## src/rtl/sim_data_bus_router.sv

```systemverilog
// Routes one core data port onto N_TGT OBI-like targets by base/mask decode, keeps
// an in-order FIFO of target ids so each response comes from the right target.
module sim_data_bus_router #(
   parameter int                       N_TGT     = 3,
   parameter int                       ADDR_W    = 32,
   parameter int                       DATA_W    = 32,
   parameter int                       MAX_OUTST = 2,
   parameter logic [N_TGT*ADDR_W-1:0]  TGT_BASE  = '0,
   parameter logic [N_TGT*ADDR_W-1:0]  TGT_MASK  = '0,
   parameter logic [ADDR_W-1:0]        EXIT_ADDR = ADDR_W'(32'h8000_0000)
) (
   input  logic                                clk_i,
   input  logic                                rst_i,
   input  logic                                m_req_i,
   output logic                                m_gnt_o,
   input  logic [ADDR_W-1:0]                   m_addr_i,
   input  logic                                m_we_i,
   input  logic [DATA_W/8-1:0]                 m_be_i,
   input  logic [DATA_W-1:0]                   m_wdata_i,
   output logic [DATA_W-1:0]                   m_rdata_o,
   output logic                                m_rvalid_o,
   output logic                                m_err_o,
   output logic [N_TGT-1:0]                    tgt_req_o,
   output logic [ADDR_W-1:0]                   tgt_addr_o,
   output logic                                tgt_we_o,
   output logic [DATA_W/8-1:0]                 tgt_be_o,
   output logic [DATA_W-1:0]                   tgt_wdata_o,
   input  logic [N_TGT-1:0]                    tgt_gnt_i,
   input  logic [N_TGT-1:0]                    tgt_rvalid_i,
   input  logic [N_TGT*DATA_W-1:0]             tgt_rdata_i,
   output logic [DATA_W-1:0]                   exit_code_o,
   output logic                                exit_valid_o,
   output logic                                proto_err_o,
   output logic [$clog2(MAX_OUTST+1)-1:0]      outstanding_o
);

   localparam int ID_W  = $clog2(N_TGT + 2);
   localparam int CNT_W = $clog2(MAX_OUTST + 1);
   localparam int PTR_W = (MAX_OUTST > 1) ? $clog2(MAX_OUTST) : 1;
   localparam int BE_W  = DATA_W / 8;
   localparam logic [ID_W-1:0] ID_EXIT = ID_W'(N_TGT);
   localparam logic [ID_W-1:0] ID_ERR  = ID_W'(N_TGT + 1);

   logic [ID_W-1:0]  sel;
   logic [ID_W-1:0]  head;
   logic [ID_W-1:0]  fifo_q [MAX_OUTST];
   logic [PTR_W-1:0] wr_ptr_q, rd_ptr_q;
   logic [CNT_W-1:0] cnt_q;
   logic             full, empty, push, pop;
   logic             sel_gnt;
   logic [N_TGT-1:0] rv_expected;
   logic             proto_hit;

   function automatic logic [PTR_W-1:0] ptr_inc(input logic [PTR_W-1:0] p);
      if (MAX_OUTST == 1) return '0;
      return (p == PTR_W'(MAX_OUTST - 1)) ? '0 : p + 1'b1;
   endfunction

   assign full          = (cnt_q == CNT_W'(MAX_OUTST));
   assign empty         = (cnt_q == '0);
   assign push          = m_req_i & m_gnt_o;
   assign pop           = m_rvalid_o;
   assign outstanding_o = cnt_q;
   assign head          = fifo_q[rd_ptr_q];

   assign tgt_addr_o  = m_addr_i;
   assign tgt_we_o    = m_we_i;
   assign tgt_be_o    = m_be_i;
   assign tgt_wdata_o = m_wdata_i;

   // Descending scan so the lowest-index matching region ends up selected.
   always_comb begin
      sel = ID_ERR;
      for (int i = N_TGT - 1; i >= 0; i--) begin
         if ((m_addr_i & TGT_MASK[i*ADDR_W +: ADDR_W]) == TGT_BASE[i*ADDR_W +: ADDR_W])
            sel = ID_W'(i);
      end
      if (m_addr_i == EXIT_ADDR) sel = ID_EXIT;
   end

   always_comb begin
      sel_gnt   = 1'b1;
      tgt_req_o = '0;
      for (int i = 0; i < N_TGT; i++) begin
         if (sel == ID_W'(i)) begin
            sel_gnt      = tgt_gnt_i[i];
            tgt_req_o[i] = m_req_i & ~full;
         end
      end
      m_gnt_o = m_req_i & ~full & sel_gnt;
   end

   always_comb begin
      m_rvalid_o  = 1'b0;
      m_rdata_o   = '0;
      m_err_o     = 1'b0;
      rv_expected = '0;
      if (!empty) begin
         if (head == ID_EXIT) begin
            m_rvalid_o = 1'b1;
            m_rdata_o  = exit_code_o;
         end else if (head == ID_ERR) begin
            m_rvalid_o = 1'b1;
            m_err_o    = 1'b1;
         end else begin
            for (int i = 0; i < N_TGT; i++) begin
               if (head == ID_W'(i)) begin
                  rv_expected[i] = 1'b1;
                  m_rvalid_o     = tgt_rvalid_i[i];
                  if (tgt_rvalid_i[i]) m_rdata_o = tgt_rdata_i[i*DATA_W +: DATA_W];
               end
            end
         end
      end
   end

   // Any rvalid from a target that is not the FIFO head is a stray response.
   assign proto_hit = |(tgt_rvalid_i & ~rv_expected);

   always_ff @(posedge clk_i) begin
      if (push) fifo_q[wr_ptr_q] <= sel;
   end

   always_ff @(posedge clk_i) begin
      if (rst_i) begin
         wr_ptr_q     <= '0;
         rd_ptr_q     <= '0;
         cnt_q        <= '0;
         exit_code_o  <= '0;
         exit_valid_o <= 1'b0;
         proto_err_o  <= 1'b0;
      end else begin
         if (push) wr_ptr_q <= ptr_inc(wr_ptr_q);
         if (pop)  rd_ptr_q <= ptr_inc(rd_ptr_q);
         if (push && !pop)      cnt_q <= cnt_q + 1'b1;
         else if (!push && pop) cnt_q <= cnt_q - 1'b1;
         if (push && sel == ID_EXIT && m_we_i) begin
            exit_valid_o <= 1'b1;
            for (int b = 0; b < BE_W; b++) begin
               if (m_be_i[b]) exit_code_o[b*8 +: 8] <= m_wdata_i[b*8 +: 8];
            end
         end
         if (proto_hit) proto_err_o <= 1'b1;
      end
   end

endmodule

```

## config.mk

```make
export PLATFORM = sky130hd
export DESIGN_NAME = sim_data_bus_router
export DESIGN_NICKNAME = d
export VERILOG_FILES = /design/src/rtl/sim_data_bus_router.sv
export SDC_FILE = /design/constraint.sdc
export NUM_CORES = 1
export LEC_CHECK = 0
export BUFFER_PORTS_ARGS = -buffer_cell sky130_fd_sc_hd__buf_2
export CAP_MARGIN = 10
export CORE_AREA = 2 2 122 124
export CTS_CLUSTER_SIZE = 20
export DETAILED_ROUTE_END_ITERATION = 12
export DIE_AREA = 0 0 124 126
export PLACE_DENSITY = 0.56
export SLEW_MARGIN = 40
export SYNTH_ARGS = -nofsm -noshare
export SYNTH_HDL_FRONTEND = slang
export SYNTH_SLANG_ARGS = --single-unit
```

## constraint.sdc

```tcl
create_clock -name clk_i -period 3 [get_ports clk_i]
set_clock_uncertainty 0.1 [all_clocks]
set_input_delay 0.45 -clock clk_i [delete_from_list [all_inputs] [get_ports clk_i]]
set_output_delay 0.45 -clock clk_i [all_outputs]
set_load 0.01 [all_outputs]
```

After elaboration in Yosys (flattened, before gate mapping)

Memories as Yosys holds them, arrays and structs flattened. A register that Yosys moved wholly into a read port is not among the register bits.
Index checks and enable logic that the tools add are counted.

Bits in registers: 38
Bits in writable memories: 4
Output and inout bits: 143
Memories: 1

Add/sub/neg operators: 4
Eq/ne operators: 9
Multiplexer cells: 39
Bitwise operators: 6
Reduce and logical (&&, ||, !) cells: 15

Memories:

| memory | words | bits a word | read ports | clocked after memory_dff | write ports | RTL line | source |
|---|---|---|---|---|---|---|---|
| fifo_q | 2     | 2           | 1          | 1                        | 1           | 46       | `logic [ID_W-1:0] fifo_q [MAX_OUTST];` |

Operator list:

| operator                                          | count |
|---|---|
| two-way mux 32 bit                                | 9 |
| == test 32 bit (second input constant)            | 1 |
| two-way mux 1 bit                                 | 24 |
| == test 3 x 2 -> 1 bit (second input constant)    | 3 |
| two-way mux 3 bit                                 | 3 |
| AND reduction 2 bit                               | 4 |
| == test 3 x 1 -> 1 bit (second input constant)    | 2 |
| zero test 3 bit                                   | 2 |
| two-way mux 2 bit                                 | 3 |
| == test 2 bit (second input constant)             | 2 |
| logical AND 1 bit                                 | 4 |
| AND 1 bit                                         | 3 |
| AND 3 bit                                         | 1 |
| == test 3 bit (second input constant)             | 1 |
| NOT 3 bit                                         | 1 |
| OR reduction 3 bit                                | 1 |
| adder 1 bit (second input constant)               | 2 |
| adder 2 x 1 -> 2 bit (second input constant)      | 1 |
| zero test 1 bit                                   | 2 |
| zero test 2 bit                                   | 1 |
| nonzero test 2 bit                                | 1 |
| subtractor 2 x 1 -> 2 bit (second input constant) | 1 |
| NOT 1 bit                                         | 1 |

Depth between registers and ports, before layout

Gate-level depths: netlist of the first run.

Word-level depth: 12
Depth in mapped cells: 8

Least setup slack after synthesis of the first run

OpenSTA, ideal clock, no wires.

Path type: input to register
Start: in m_addr_i[2]
End: reg cnt_q[1], in the netlist outstanding_o[1]
Library setup time: 70 ps
Arrival: 2001 ps
Required time: 2830 ps
Path slack: 829 ps
Stages on the path: 7
Path buffers: 0
Cell sequence: nor4_2 and4_2 a21oi_1 nor2_1 ha_1 or3_1 a21oi_1

Longest elaborated chain between the ends: 11
Elaborated cells on any way between the ends: 15

Ends and longest elaborated chain:

| item                            | RTL line | source |
|---|---|---|
| from (decl)                     | 16       | `input logic [ADDR_W-1:0] m_addr_i,` |
| == test 32 bit (*)              | 78       | `if (m_addr_i == EXIT_ADDR) sel = ID_EXIT;` |
| two-way mux 2 bit (*)           | 78       |  |
| zero test 3 bit                 | 85       | `if (sel == ID_W'(i)) begin` |
| two-way mux 1 bit (2 in series) | 85       |  |
| two-way mux 1 bit (*)           | 85       |  |
| AND 1 bit (*)                   | 90       | `m_gnt_o = m_req_i & ~full & sel_gnt;` |
| AND 1 bit (*)                   | 61       | `assign push = m_req_i & m_gnt_o;` |
| via push                        | 49       | `logic full, empty, push, pop;` |
| zero test 1 bit                 | 136      | `else if (!push && pop) cnt_q <= cnt_q - 1'b1;` |
| logical AND 1 bit               | 136      |  |
| nonzero test 2 bit (no line)    | n/a      |  |
| to (signal assigned)            | 135      | `if (push && !pop) cnt_q <= cnt_q + 1'b1;` |
| to (signal assigned)            | 136      |  |
| to (decl)                       | 48       | `logic [CNT_W-1:0] cnt_q;` |

Mark *: on every way through the listed nets, which the timed path passes. The rest lies on a longest branch.
A chain may end at the register's enable or synchronous reset.

==> summary.md, run 1 <==
| Metric | Value |
|---|---|
| Status | finished clean |
| Share of Yosys cell area claimed by the top area cell type | 26.12% |
| Initial core utilization | 20.88% |
| Via density | 4.141 |
| Peak VDD IR | 0.1813 mV |
| Residual DRC | 0 |
| Detailed Routing Iterations Pass 1 | 4 |
| Top_reg_cell synth | dfxtp_1 |
| Top cells by area, synth | dfxtp_1 (26%), buf_4 (18%), nand2b_1 (13%) |
| Synth area leader | dfxtp_1 |
| Worst-Margin Slew | 813.6 ps |
| Vias in the first global route | 2532 |
| DIE AREA | 15620 um^2 |
| Sink Count | 41 |
| Hold slack | 323.9 ps |
| Hold Path Origin | m_wdata_i[21] |
| CP Launch Type | flip-flop |
| Post-Syn Area | 2989 um^2 |
| Slew Limit Fails | 0 |
| GP Congestion | 0.7512 |
| CTS Buf Count | 5 |
| End point of the critical path | m_rdata_o[21] |
| Reg2reg path depth | 6 |
| Core Footprint | 14310 um^2 |
| # hold bufs at CTS | 0 |
| CP Capture Type | output port |
| H-tree depth | 2 |
| Final Hold Vio Count | 0 |
| Floorplan die width | 124 um |
| FFs w/ async S/R, synth | 0% |
| Iter 0 DRT Violations | 55 |
| Diode count | 0 |
| CP max FO | 32 |
| Total Routing Usage GR | 10.31% |
| Fin util | 28.34% |
| Cells along the critical path | mux2_2 > nor3b_2 > buf_4 > a22o_1 > buf_2 |
| Post-route design area | 4056 um^2 |
| CP Class | flip-flop to output port |
| Leakage | 1.996 nW |
| Max Fclk | 0.4104 GHz |
| Wirelength per Cell | 12.42 um |
| Total grt overflow | 0 |
| Layout net count | 666 |
| Crit Reg-Reg Startpoint | outstanding_o[1] |
| Layout area overhead | 35.71% |
| Critical Path RT | 2450 ps |
| Clk_lat worst skew | 280 ps |
| Slowest-stage cell, CP | mux2_2 |
| HP Class | primary input to flip-flop |
| # fillers | 1561 |
| Dpl cell area | 3918 um^2 |
| Clock Tree Root | clkbuf_16 |
| ANT nets after route | 0 |
| Yosys warning count | 0 |
| Mean area per synthesized cell | 9.429 um^2 |
| Post-CTS sizing | 0 |
| Antenna violations before repair | 1 |
| Slew margin rel. | 45.76% |
| Reg-to-Reg End | outstanding_o[1] |
| Post-synth EDFFs | 2 |
| Finish-stage setup viols | 0 |
| RSZ-0062 raised after global routing | false |
| Arr. time, crit path | 1890 ps |
| Pin count of the biggest net entering global routing | 75 |
| Flops & latches, synth | 41 |
| # Max-Cap Violations | 0 |
| Core Rows | 44 |
| Netlist cell types | 33 |
| Port bufs | 247 |
| Vias | 2799 |
| DP HPWL | 6755 um |
| Crit share post-route | 81.22% |
| PD cells | 411.1 nW/um^2 |
| Setup bufs post-CTS | 0 |
| Reg2reg setup slack | 710 ps |
| CTS Buffer Depth | 2 |
| Final WL | 8399 um |
| Slowest stage delay, CP | 370 ps |
| Post-route minimum period | 2437 ps |
| Global-route wire length before repair | 12650 um |
| Setup TNS | 0 ps |
| Register area share after synthesis | 28.13% |
| Post-Syn Instances | 317 |
| Die Y | 126 um |
| Layout cells sized above 1 | 57.32% |
| TritonCTS clock tree | built |
| Clk pin slew, worst setup/hold paths | 60 ps |
| I/O pins | 317 |
synthesized netlist by cell type, types with 4 or more instances:
cell type,number
clkbuf_1,16
buf_4,72
nor2_1,9
nand2_1,4
a22o_1,32
dfxtp_1,39
nor4_4,8
mux2i_1,32
a21oi_1,4
nand2b_1,64
report_power, final:
part | total (W) | leakage (nW) | internal (W) | switching (W)
Sequential | 0.000601 | 0.334 | 0.000576 | 0.0000250
Clock | 0.000526 | 0.0706 | 0.000306 | 0.000220
Combinational | 0.000541 | 1.59 | 0.000231 | 0.000309
Total | 0.00167 | 2.00 | 0.00111 | 0.000555
sequential cells by signal (all words and copies together) (netlist names), named ones only:
name and flops:
outstanding_o 2, exit_code_o 32, fifo_q 2, proto_err_o 1
exit_valid_o 1, wr_ptr_q 1, rd_ptr_q 1
logic make-up after synthesis:
family	Yosys count	share of synthesized area, %
multiplexers	33	11.09
AND/OR/NAND/NOR	105	27.71
XOR/XNOR	3	0.8792
adder cells (fa/ha/maj)	1	0.4185
buffers and inverters	92	20.59
AO/OA/AOI/OAI	41	11.05
other	1	0.1255
flip-flops	41	28.13
per-stage QoR:
step	instances	total power [W]	setup WS [ps]
CTS	676	0.001708	532.3
finish	676	0.001668	563.3
global route	676	0.001772	435.0
floorplan	319	0.0009742	828.9
detailed placement	668	0.001160	501.2
global placement	668	0.001147	543.6
worst min path at each step:
stage                            to  depth (start not counted)
floorplan              exit_valid_o                          2
global placement       exit_valid_o                          2
detailed placement     exit_valid_o                          2
CTS                 exit_code_o[13]                          3
global route        exit_code_o[23]                          3
finish              exit_code_o[21]                          3
critical path: cells and delay by family, from the launching register on:
kind,cells,cell delay (ps)
flops,1,320
compound gates,1,220
simple gates,1,170
mux,1,370
buf+inv,2,490
metal layers:
metal  global-route usage (%)  vias to the layer above  routed length (um)
met5                        0                        -                  11
met2                    18.07                      126                4236
li1                         -                     1372                   -
met3                    3.170                        9                 708
met4                    3.569                        2                 115
met1                    11.72                     1290                3328
area by class of cell:
class,count,area [um^2],share of cell area [%]
clock inverters,2,10.01,0.2468
repair buffers,253,1284,31.65
inverters,4,15.01,0.3701
well taps,184,230.2,5.676
clock buffers,6,128.9,3.177
flip-flops and latches,41,840.8,20.73
multi-input cells,186,1548,38.16
cell usage in the layout (no fill, tap or decap), drive strengths merged, types with 2 or more instances in the layout:
master and instances:
and4 2, nor4 11, nor2 9, clkinv 2, clkbuf 6, conb 3, mux2i 32, nor3b 3
xor2 3, nand2b 64, dfxtp 39, nand2 4, edfxtp 2, inv 4, nand4 3, a21oi 4
buf 253, nor3 2, o21ai 4, a22o 32
(Power assumes the default switching activity.)
==> run 2, diff against run 1 <==
Clock period 3 ns to 2.4 ns, I/O delays scaled along.
==> run 2 against run 1 <==
  * Utilization rose by 0.65 points
  * Sequential share of layout area fell by 0.46 points
  * Worst setup slack got worse by 460 ps
  * Power rose by 28%
  * Die area did not move
==> summary.md, run 2 (synthesis gave the netlist of run 1 again) <==
| Metric | Value |
|---|---|
| Core Footprint | 14310 um^2 (unchanged) |
| CP Class | flip-flop to output port (unchanged) |
| Vias | 2836 (was 2799) |
| Detailed Routing Iterations Pass 1 | 4 (unchanged) |
| Global-route wire length before repair | 12550 um (was 12650 um) |
| Hold Path Origin | m_wdata_i[27] (was m_wdata_i[21]) |
| Layout cells sized above 1 | 57.97% (was 57.32%) |
| Vias in the first global route | 2568 (was 2532) |
| Reg2reg path depth | 5 (was 6) |
| Sink Count | 41 (unchanged) |
| Post-Place Worst Slack | 103.8 ps (was 501.2 ps) |
| Clock Tree Root | clkbuf_16 (unchanged) |
| RSZ-0062 raised after global routing | false (unchanged) |
| Post-route minimum period | 2298 ps |
| Layout area overhead | 38.80% (was 35.71%) |
| Slowest stage delay, CP | 370 ps (about the same) |
| # hold bufs at CTS | 0 (unchanged) |
| Clk_lat worst skew | 280 ps (about the same) |
| Critical Path RT | 1940 ps (was 2450 ps) |
| DIE AREA | 15620 um^2 (unchanged) |
| GP Congestion | 0.7771 (was 0.7512) |
| Arr. time, crit path | 1840 ps (was 1890 ps) |
| Total Routing Usage GR | 10.29% (was 10.31%) |
| Max Fclk | 0.4351 GHz |
| CTS Buffer Depth | 2 (unchanged) |
| Cells along the critical path | mux2_2 > nor2b_2 > buf_4 > a22o_1 > buf_2 (was mux2_2 > nor3b_2 > buf_4 > a22o_1 > buf_2) |
| Setup bufs post-CTS | 0 (unchanged) |
| Flip-flop count of the largest register after layout | 32 (unchanged) |
| Fin util | 28.99% (was 28.34%) |
| Final Hold Vio Count | 0 (unchanged) |
| Reg-to-Reg End | outstanding_o[1] (unchanged) |
| HP Class | primary input to flip-flop (unchanged) |
| Residual DRC | 0 (unchanged) |
| Clk pin slew, worst setup/hold paths | 60 ps (about the same) |
| Crit share post-route | 95.77% |
| Floorplan die width | 124 um (unchanged) |
| Final WL | 8492 um (was 8399 um) |
| Hold Path Sink | exit_code_o[27] (was exit_code_o[21]) |
| Setup TNS | 0 ps (unchanged) |
| Status | finished clean (unchanged) |
| Leakage | 2.050 nW (was 1.996 nW) |
| DP HPWL | 6917 um (was 6755 um) |
| Finish-stage setup viols | 0 (unchanged) |
| PD cells | 513.2 nW/um^2 (was 411.1 nW/um^2) |
| Layout net count | 676 (was 666) |
| Via density | 4.134 (was 4.141) |
| I/O pins | 317 (unchanged) |
| Worst hold stages | 3 (unchanged) |
| CP Capture Type | output port (unchanged) |
| H-tree depth | 2 (unchanged) |
| CTS Buf Count | 5 (unchanged) |
| Slowest-stage cell, CP | mux2_2 (unchanged) |
| CP bufs+invs | 2 (unchanged) |
| Iter 0 DRT Violations | 75 (was 55) |
| Most frequent cells in the layout | buf_2 (247), nand2b_1 (64), dfxtp_1 (39) (was buf_2 (246), nand2b_1 (64), dfxtp_1 (39)) |
| TritonCTS clock tree | built (unchanged) |
| Wirelength per Cell | 12.38 um (was 12.42 um) |
| Final WS setup | 101.6 ps (was 563.3 ps) |
| Core Rows | 44 (unchanged) |
| Post-CTS sizing | 0 (unchanged) |
| Reg2reg setup slack | 430 ps (was 710 ps) |
| PnR Total Power | 0.002129 W (was 0.001668 W) |
| # Max-Cap Violations | 0 (unchanged) |
| Antenna violations before repair | 1 (unchanged) |
| Die Y | 126 um (unchanged) |
| Commonest non-fill, non-tap cell in the layout | buf_2 (unchanged) |
| Pin count of the biggest net entering global routing | 50 (was 75) |
| Reg with most FFs | exit_code_o (unchanged) |
| Initial core utilization | 20.88% (unchanged) |
| Diode count | 0 (unchanged) |
| CP Launch Type | flip-flop (unchanged) |
| Total grt overflow | 0 (unchanged) |
| Port bufs | 247 (unchanged) |
| # fillers | 1548 (was 1561) |
| CP delay by family, top | buffers and inverters (unchanged) |
| ANT nets after route | 0 (unchanged) |
| CP max FO | 32 (unchanged) |
| Slew Limit Fails | 0 (unchanged) |
| Peak VDD IR | 0.2175 mV (was 0.1813 mV) |
==> run 2: cell types whose count changed in the layout (fill, tap and decap cells not counted), sizes merged <==
cell	change
buf	+10
clkbuf	+2
clkinv	-2
==> run 2: power by group <==
part           internal, W  switching, W  total (W)
sequential        0.000720     0.0000305   0.000751
clock             0.000415      0.000266   0.000680
combinational     0.000306      0.000392   0.000698
==> run 2: how the worst max path moves through the flow <==
stage / slack (ps) / cells past startpoint / end
floorplan: 240 / 7 / outstanding_o[1]
global placement: 160 / 8 / outstanding_o[1]
detailed placement: 100 / 8 / outstanding_o[1]
CTS: 70 / 5 / m_rdata_o[21]
global route: 20 / 5 / m_rdata_o[26]
finish: 100 / 5 / m_rdata_o[21]
==> run 2: layout make-up <==
| cell class | instances | area [um^2] | share of cell area [%] |
|---|---|---|---|
| inverters | 4 | 15.01 | 0.3619 |
| clock buffers | 8 | 146.4 | 3.528 |
| repair buffers | 263 | 1369 | 32.99 |
| well taps | 184 | 230.2 | 5.549 |
| multi-input cells | 186 | 1548 | 37.30 |
| flip-flops and latches | 41 | 840.8 | 20.27 |
==> run 2: worst min-delay path, cell delays in order <==
cell      delay [ps]
buf_2            100
nand2b_1          60
mux2i_1           60
==> run 2: metrics by stage <==
stage | hold slack [ps] | instances | instance area (um^2)
after floorplan | 369.5 | 319 | 2997
after global placement | 340.5 | 678 | 4003
after detailed placement | 345.9 | 678 | 4003
after CTS | 225.8 | 686 | 4149
after global routing | 238.7 | 686 | 4149
final | 240.7 | 686 | 4149
==> run 2: per-layer routing <==
metal	GRT usage, %	part of all wire, %
met3	3.034	7.2
met4	3.503	1.2
met1	11.99	40
met2	17.81	51
met5	0	0.16
==> run 3, diff against run 2 <==
Settings changed: CELL_PAD_IN_SITES_DETAIL_PLACEMENT set to 1, CELL_PAD_IN_SITES_GLOBAL_PLACEMENT set to 1, CORE_AREA 2 2 122 124 to 2 2 124 126, DIE_AREA 0 0 124 126 to 0 0 126 128, PLACE_DENSITY 0.56 to 0.76.
==> run 3 against run 2 <==
  * Power is 0.89% higher
  * Critical path depth unchanged
  * Via count is 1.3% higher
  * Non-clock buffer count did not move
  * Design area rose by 0.27%
  * Die area up 3.2%
  * Sequential power is essentially flat
  * Hold slack gained 2.8 ps
  * Clock power rose by 2%
  * Register-to-register slack hardly changed
==> summary.md, run 3 (synthesis gave the netlist of run 1 again) <==
| Metric | Value |
|---|---|
| Initial core utilization | 20.11% (was 20.88%) |
| Max Fclk | 0.4360 GHz (was 0.4351 GHz) |
| Global-route wire length before repair | 14400 um (was 12550 um) |
| M1 WL | 3774 um (was 3414 um) |
| Reg area | 840.8 um^2 (unchanged) |
| Residual DRC | 0 (unchanged) |
| Setup TNS | 0 ps (unchanged) |
| Reg with most FFs | exit_code_o (unchanged) |
| Layout area overhead | 39.18% (was 38.80%) |
| Worst hold stages | 3 (unchanged) |
| TritonCTS clock tree | built (unchanged) |
| Vias | 2872 (was 2836) |
| Arr. time, crit path | 1830 ps (was 1840 ps) |
| Comb pwr share | 32.7% (was 32.8%) |
| Status | finished clean (unchanged) |
| Worst-Margin Slew | 531.5 ps |
| Most frequent cells in the layout | buf_2 (247), nand2b_1 (64), dfxtp_1 (39) (unchanged) |
| I/O pins | 317 (unchanged) |
| Area of the multi-input gates | 1548 um^2 (unchanged) |
| DIE AREA | 16130 um^2 (was 15620 um^2) |
| CP max FO | 32 (unchanged) |
| HP Class | primary input to flip-flop (unchanged) |
| Leakage | 2.057 nW (was 2.050 nW) |
| DP HPWL | 7793 um (was 6917 um) |
| Diode count | 0 (unchanged) |
| Floorplan die width | 126 um (was 124 um) |
| Clk pin slew, worst setup/hold paths | 60 ps (about the same) |
| CP Capture Type | output port (unchanged) |
| Crit share post-route | 95.57% (was 95.77%) |
| Top Layer Used | met4 (was met5) |
| Slew Limit Fails | 0 (unchanged) |
| H-tree depth | 2 (unchanged) |
| Switch Pwr | 0.0007088 W (was 0.0006882 W) |
| Register share of total power | 35.0% (was 35.2%) |
| CP Launch Type | flip-flop (unchanged) |
| Reg2reg path depth | 5 (unchanged) |
| Layout cells sized above 1 | 58.37% (was 57.97%) |
| Wirelength per Cell | 13.70 um (was 12.38 um) |
| CTS Buffer Depth | 2 (unchanged) |
| Layout net count | 676 (unchanged) |
| # hold bufs at CTS | 0 (unchanged) |
| Sink Count | 41 (unchanged) |
| WL met2 | 5012 um (was 4343 um) |
| Routed wire length on met3 | 612 um (was 614 um) |
| PnR Total Power | 0.002148 W (was 0.002129 W) |
| CTS Buf Count | 5 (unchanged) |
| Slew margin rel. | 64.57% |
| # Max-Cap Violations | 0 (unchanged) |
| Clock Tree Root | clkbuf_16 (unchanged) |
| Critical Path RT | 1940 ps (about the same) |
| Flip-flop count of the largest register after layout | 32 (unchanged) |
| Post-route minimum period | 2294 ps (was 2298 ps) |
| Total Routing Usage GR | 10.96% (was 10.29%) |
| Iter 0 DRT Violations | 60 (was 75) |
| Finish-stage setup viols | 0 (unchanged) |
| Core Rows | 45 (was 44) |
| CP Class | flip-flop to output port (unchanged) |
| Post-CTS sizing | 0 (unchanged) |
| PD cells | 516.4 nW/um^2 (was 513.2 nW/um^2) |
| Commonest non-fill, non-tap cell in the layout | buf_2 (unchanged) |
| Detailed Routing Iterations Pass 1 | 4 (unchanged) |
| Port bufs | 247 (unchanged) |
| Peak VDD IR | 0.2248 mV (was 0.2175 mV) |
| Sw frac | 32.99% (was 32.32%) |
| Pin count of the biggest net entering global routing | 43 (was 50) |
| Setup bufs post-CTS | 0 (unchanged) |
| GP Congestion | 0.6931 (was 0.7771) |
| ANT nets after route | 0 (unchanged) |
| Core Footprint | 14860 um^2 (was 14310 um^2) |
| # fillers | 1817 (was 1548) |
| Power Internal | 0.001439 W (was 0.001441 W) |
| Clk_lat worst skew | 280 ps (about the same) |
| Clock share of power | 32.2% (was 32.0%) |
| RSZ-0062 raised after global routing | false (unchanged) |
| Final WL | 9456 um (was 8492 um) |
| Via density | 4.162 (was 4.134) |
| Die Y | 128 um (was 126 um) |
| Final Hold Vio Count | 0 (unchanged) |
| Antenna violations before repair | 0 (was 1) |
| Total grt overflow | 0 (unchanged) |
| Vias in the first global route | 2891 (was 2568) |
[run 3: worst paths after layout]
check	startpoint	to	slack [ps]
max reg2reg	flip-flop	outstanding_o[1]	420
min	m_wdata_i[15]	exit_code_o[15]	240
max	flip-flop	m_rdata_o[22]	110
min reg2reg	exit_valid_o	exit_valid_o	360
[run 3: power by group through the flow]
stage | Sequential, W | Clock, W | Combinational (W)
after global routing | 0.000756 | 0.000755 | 0.000782
after global placement | 0.000764 | 0 | 0.000698
after floorplan | 0.000765 | 0 | 0.000453
final | 0.000752 | 0.000693 | 0.000703
after CTS | 0.000752 | 0.000728 | 0.000714
after detailed placement | 0.000768 | 0 | 0.000711
[run 3: final cells by class]
class | count | area share (%)
multi-input cells | 186 | 37.20
repair buffers | 263 | 32.90
flip-flops and latches | 41 | 20.21
well taps | 188 | 5.654
clock buffers | 6 | 3.338
inverters | 4 | 0.3609
clock inverters | 2 | 0.3308
[run 3: metal layers]
metal	global-route usage (%)	vias to the layer above
met2	20.78	124
li1	-	1392
met4	2.327	0
met1	12.52	1352
met3	2.504	4
met5	0	-
[run 3: stage by stage]
stage / setup WS (ps) / hold slack (ps) / area (um^2) / util [%] / cells
5_1_grt: 28.59 / 246.7 / 4160 / 27.99 / 690
2_1_floorplan: 242.8 / 369.5 / 2997 / - / 319
3_5_place_dp: 152.7 / 345.9 / 4008 / 26.96 / 682
3_3_place_gp: 153.5 / 346.6 / 4008 / 26.96 / 682
4_1_cts: 76.79 / 240.0 / 4160 / 27.99 / 690
6_report: 106.2 / 243.6 / 4160 / 27.99 / 690
[run 3: critical path, stage by stage (launching register included)]
cell	delay, ps
dfxtp_1	320
mux2_2	370
nor2b_2	160
buf_4	240
a22o_1	290
buf_2	140
